==> src/rtl/fetch_unit_if.sv <==
// Instruction-memory port of the fetch unit.
//
// Handshake: the master raises mem_req with mem_addr and keeps both stable
// until the slave returns mem_ack=1 for one cycle. mem_rdata is valid only in
// that ack cycle. After the ack cycle, mem_req drops for at least one cycle
// before the next request. An ack seen while mem_req is low has no effect.
interface fetch_unit_if #(
    parameter int ADDR_W = 8,
    parameter int IW_W   = 16
);
    logic [ADDR_W-1:0] mem_addr;
    logic              mem_req;
    logic              mem_ack;
    logic [IW_W-1:0]   mem_rdata;

    modport master (
        output mem_addr,
        output mem_req,
        input  mem_ack,
        input  mem_rdata
    );

    modport slave (
        input  mem_addr,
        input  mem_req,
        output mem_ack,
        output mem_rdata
    );
endinterface

==> src/rtl/fetch_unit.sv <==
// Instruction fetch unit: holds the program counter and the instruction
// register. It runs a two-state fetch handshake with instruction memory.
// A fetched HALT opcode (top nibble 4'hF) freezes the unit until reset.
module fetch_unit #(
    parameter int ADDR_W = 8,
    parameter int IW_W   = 16
) (
    input  logic              clk,
    input  logic              reset,      // asynchronous, active low
    input  logic              LoadIR,
    input  logic              IncPC,
    input  logic              LoadPC,
    input  logic              SelPC,
    input  logic [ADDR_W-1:0] JumpReg,
    fetch_unit_if.master      mem,
    output logic [7:0]        Opcode,
    output logic [7:0]        Imm,
    output logic [ADDR_W-1:0] PC,
    output logic              ir_valid,
    output logic              fetch_busy,
    output logic              halted,
    output logic              overrun,
    output logic              state_dbg   // 0 = IDLE, 1 = REQ
);

    typedef enum logic {
        IDLE = 1'b0,
        REQ  = 1'b1
    } state_t;

    state_t          state;
    logic [IW_W-1:0] ir;
    logic [ADDR_W-1:0] pc_load_val;

    assign Opcode    = ir[15:8];
    assign Imm       = ir[7:0];
    assign state_dbg = (state == REQ);

    // Jump source: the immediate is zero-extended or truncated to the PC width.
    assign pc_load_val = SelPC ? ADDR_W'(Imm) : JumpReg;

    // Fetch FSM, instruction register and sticky status flags.
    always_ff @(posedge clk or negedge reset) begin
        if (!reset) begin
            state        <= IDLE;
            ir           <= '0;
            mem.mem_addr <= '0;
            mem.mem_req  <= 1'b0;
            ir_valid     <= 1'b0;
            fetch_busy   <= 1'b0;
            halted       <= 1'b0;
            overrun      <= 1'b0;
        end else begin
            ir_valid <= 1'b0;
            case (state)
                IDLE: begin
                    // The request address is the PC before any PC update on
                    // this same edge.
                    if (LoadIR && !halted) begin
                        state        <= REQ;
                        mem.mem_addr <= PC;
                        mem.mem_req  <= 1'b1;
                        fetch_busy   <= 1'b1;
                    end
                end
                REQ: begin
                    // A second fetch request cannot be queued; flag it and
                    // let the outstanding fetch complete.
                    if (LoadIR) begin
                        overrun <= 1'b1;
                    end
                    if (mem.mem_ack) begin
                        state       <= IDLE;
                        ir          <= mem.mem_rdata;
                        mem.mem_req <= 1'b0;
                        fetch_busy  <= 1'b0;
                        ir_valid    <= 1'b1;
                        if (mem.mem_rdata[15:12] == 4'hF) begin
                            halted <= 1'b1;
                        end
                    end
                end
                default: begin
                    state <= IDLE;
                end
            endcase
        end
    end

    // Program counter: a load takes priority over an increment. The PC is
    // frozen once halted.
    always_ff @(posedge clk or negedge reset) begin
        if (!reset) begin
            PC <= '0;
        end else if (!halted) begin
            if (LoadPC) begin
                PC <= pc_load_val;
            end else if (IncPC) begin
                PC <= PC + ADDR_W'(1);
            end
        end
    end

endmodule

==> src/flat_wrapper.sv <==
// flat-port wrapper written by rule: the top's interface ports become plain ports
module fetch_unit_flat 
#(
    parameter int ADDR_W = 8,
    parameter int IW_W   = 16
)
  (clk, reset, LoadIR, IncPC, LoadPC, SelPC, JumpReg, Opcode, Imm, PC, ir_valid, fetch_busy, halted, overrun, state_dbg, mem_mem_addr, mem_mem_req, mem_mem_ack, mem_mem_rdata);
  fetch_unit_if #(.ADDR_W(ADDR_W), .IW_W(IW_W)) mem_i ();
  input  logic clk;
  input  logic reset;
  input  logic LoadIR;
  input  logic IncPC;
  input  logic LoadPC;
  input  logic SelPC;
  input  logic [ADDR_W-1:0] JumpReg;
  output logic [7:0] Opcode;
  output logic [7:0] Imm;
  output logic [ADDR_W-1:0] PC;
  output logic ir_valid;
  output logic fetch_busy;
  output logic halted;
  output logic overrun;
  output logic state_dbg;
  output wire logic [$bits(mem_i.mem_addr)-1:0] mem_mem_addr;
  output wire logic [$bits(mem_i.mem_req)-1:0] mem_mem_req;
  input wire logic [$bits(mem_i.mem_ack)-1:0] mem_mem_ack;
  input wire logic [$bits(mem_i.mem_rdata)-1:0] mem_mem_rdata;
  assign mem_mem_addr = mem_i.mem_addr;
  assign mem_mem_req = mem_i.mem_req;
  assign mem_i.mem_ack = mem_mem_ack;
  assign mem_i.mem_rdata = mem_mem_rdata;
  fetch_unit #(.ADDR_W(ADDR_W), .IW_W(IW_W)) u_core (.clk(clk), .reset(reset), .LoadIR(LoadIR), .IncPC(IncPC), .LoadPC(LoadPC), .SelPC(SelPC), .JumpReg(JumpReg), .mem(mem_i), .Opcode(Opcode), .Imm(Imm), .PC(PC), .ir_valid(ir_valid), .fetch_busy(fetch_busy), .halted(halted), .overrun(overrun), .state_dbg(state_dbg));
endmodule
==> config.mk <==
export PLATFORM = sky130hd
export DESIGN_NAME = fetch_unit_flat
export DESIGN_NICKNAME = d
export VERILOG_FILES = /design/src/rtl/fetch_unit_if.sv /design/src/rtl/fetch_unit.sv /design/src/flat_wrapper.sv
export SDC_FILE = /design/constraint.sdc
export NUM_CORES = 1
export LEC_CHECK = 0
export ABC_CLOCK_PERIOD_IN_PS = 1500
export BUFFER_PORTS_ARGS = -buffer_cell sky130_fd_sc_hd__buf_2
export CAP_MARGIN = 20
export CORE_UTILIZATION = 47
export CTS_CLUSTER_DIAMETER = 30
export DETAILED_ROUTE_END_ITERATION = 6
export PLACE_DENSITY = 0.76
export SYNTH_ARGS = -nofsm -noshare
export SYNTH_HDL_FRONTEND = slang
export SYNTH_SLANG_ARGS = --single-unit
==> constraint.sdc <==
create_clock -name clk -period 1.5 [get_ports clk]
set_input_delay 0.225 -clock clk [delete_from_list [all_inputs] [get_ports clk]]
set_output_delay 0.225 -clock clk [all_outputs]
set_load 0.01 [all_outputs]
==> impl_metrics.yaml <==
setup_path:
  cp.arrival_ns: 1.62
  critPathMaxFanout: 7
  critPathRequiredTime_ns: 1.76
  rrSetupSlack_ns: 0.14
  cp-end-kind: "register"
  cp-start-kind: "register"
  worst-setup-path-type: "register to register"
sta:
  fin_crit_sh: 0.908
  fmax_mhz: 735
  rsz0062_at_grt: "no"
  tightest_slew_ns: 0.460
  fin_crit_ns: 1.36
  slew_viol_final: 0
  slew_headroom: 0.694
  finalHoldViolations: 0
  setup_tns_ns: 0
  finClkSkew_ns: 0.00684
  setup_viol: 0
logic_synthesis:
  syn_avg_cell_area_um2: 13.0
  synth_top_area_frac: 0.549
  ys_seq_area_frac: 0.549
  yosysTopAreaCell: "dfrtp_1"
  synth_nets: 162
  syn-instance-count: 130
  ys_types: 33
  synth-seq-cells: 37
  yosys_warnings: 0
  netlist_top_cells_area: "dfrtp_1 55%, mux2_2 18%, mux2i_1 3.6%"
  netlist_area_um2: 1690
routing:
  vias_per_cell: 5.40
  dr.pass1.iters: 4
  routed_wl_um: 3800
  drtIter0Drc: 30
  routed-via-count: 1362
  drc: 0
  wl_per_cell_um: 15.1
  final_antenna_net_count: 0
global_routing:
  top_usage_layer: "met2"
  grt_max_degree: 38
  grt.met2_usage: 0.384
  grt_pass1_wl_um: 5690
  antenna_found_initial: 0
  grt_pass1_vias: 1334
  use_met1: 0.217
  grt.met3_usage: 0.0476
  track_usage: 0.210
  grt_overflow: 0
layout:
  antennaDiodeCount: 0
  num-nets-final: 237
  final_util: 0.635
  syn2layout_area_growth_pct: 27.8
  stdcell_area_um2: 2150
  multi_input_area_um2: 693
  num-fill-cells: 275
  drive_gt1_frac: 0.549
  seq_area_um2: 926
floorplan:
  die_width_um: 61.9
  dieHeight_um: 61.9
  core.rowCount: 21
  core_area_um2: 3390
  die_area_um2: 3830
  io_pins: 69
  initial_core_util: 0.497
place:
  place_area_um2: 2070
  gp_congestion: 0.826
  place_hpwl_um: 2720
  port_buffers: 68
pwr:
  internal_power_mw: 2.68
  design_power_total_mw: 4.29
  max-vdd-ir-drop_mv: 1.12
  pwr-share-comb: 0.425
  seq_power_share: 0.433
  p_switching_mw: 1.61
  p_sw_frac: 0.375
  p_leak_nw: 1.07
  clockPowerShare: 0.141
  power.density_nw_per_um2: 1990
clock_network:
  clock_latency_ns: 0.35
  cts_made_buffers: 5
  post_cts_buffers: 0
  root_buffer: "clkbuf_4"
  clk_pin_slew_ns: 0.11
  cts_hold_buffers: 1
  ctsResizeCount: 0
  cts_tree: "done"
  cts_buffer_depth: 2
  cts.sinks: 37
  cts-htree-levels: 2
flow_run:
  drv_cap: 0
outcome:
  status: "completed"
min_path:
  hp-class: "input pin to register"
==> critical path, cell delays in order (launching register included) <==
cell,delay [ns]
dfrtp_1,0.47
and3_1,0.24
nand4_1,0.13
mux2i_1,0.16
a221oi_2,0.27
==> final cells by class <==
class	count	share of cell area
Tap cell	46	0.0267
Sequential cell	37	0.430
Timing Repair Buffer	75	0.184
Clock inverter	1	0.00232
Multi-Input combinational cell	83	0.322
Clock buffer	7	0.0302
Inverter	3	0.00523
==> state kept, by name, summed over array words and instances (netlist names) <==
signal,count
u_core.mem.mem_req,1
u_core.state_dbg,1
u_core.PC,8
u_core.ir_valid,1
u_core.halted,1
u_core.overrun,1
u_core.mem.mem_addr,8
u_core.ir,16
==> power by group through the flow <==
stage / registers (mW) / logic [mW] / clock network, mW
CTS: 1.86 / 1.85 / 0.618
global placement: 1.81 / 1.78 / 0
detailed placement: 1.87 / 1.83 / 0
finish: 1.86 / 1.83 / 0.606
global route: 1.93 / 1.99 / 0.664
floorplan: 2.04 / 0.890 / 0
==> final timing paths <==
kind	start	endpoint	depth (start not counted)
min in group asynchronous	reset	u_core.PC[6]$_DFFE_PN0P_	3
worst min register to register	u_core.overrun$_DFFE_PN0P_	u_core.overrun$_DFFE_PN0P_	1
worst max-delay path	u_core.PC[0]$_DFFE_PN0P_	u_core.PC[5]$_DFFE_PN0P_	4
max in group asynchronous	reset	u_core.ir[11]$_DFFE_PN0P_	3
worst min-delay path	mem_mem_rdata[8]	u_core.ir[8]$_DFFE_PN0P_	2
worst max register to register	u_core.PC[0]$_DFFE_PN0P_	u_core.PC[5]$_DFFE_PN0P_	4
==> per-layer routing <==
metal	vias up	wire, µm
met5	-	0
met4	0	109
met3	12	240
met2	62	1960
met1	661	1490
li1	627	-
==> synth_stat cells, drive strengths merged <==
master / count
nor3b: 1
a211oi: 1
nand2b: 1
a31oi: 3
o21ai: 3
nor3: 1
nand4: 5
ha: 1
nor4: 2
dfrtp: 37
buf: 7
o22a: 1
a22oi: 3
nand2: 7
mux2i: 6
or2b: 1
and3: 2
o21ba: 1
nor2: 3
nor2b: 3
a221oi: 2
nand3: 1
a21o: 3
inv: 3
a21oi: 2
o21bai: 2
mux2: 28
==> stage by stage <==
step / std cells / setup WS [ns] / hold WS [ns]
final: 252 / 0.139 / 0.0893
after global routing: 252 / 0.0712 / 0.0746
after CTS: 252 / 0.150 / 0.0849
after detailed placement: 243 / 0.197 / 0.302
after global placement: 243 / 0.270 / 0.290
after floorplan: 130 / 0.207 / -0.0706
==> cell families after synthesis <==
family,synth area share
mux,0.223
flops,0.549
fa+ha+maj,0.00742
buf+inv,0.0393
simple gates,0.0898
compound gates,0.0913
==> cells in the final DEF (no fill, tap or decap), drive strengths merged, types with 2 or more instances in the layout <==
| cell | count |
|---|---|
| and3 | 2 |
| a22oi | 3 |
| o21bai | 2 |
| mux2i | 6 |
| nand4 | 5 |
| buf | 74 |
| inv | 3 |
| mux2 | 28 |
| nor2 | 3 |
| o21ai | 3 |
| a21o | 3 |
| a221oi | 2 |
| a21oi | 2 |
| a31oi | 3 |
| nand2 | 7 |
| nor4 | 2 |
| dfrtp | 37 |
| nor2b | 3 |
| clkbuf | 7 |
(Power assumes the default switching activity.)
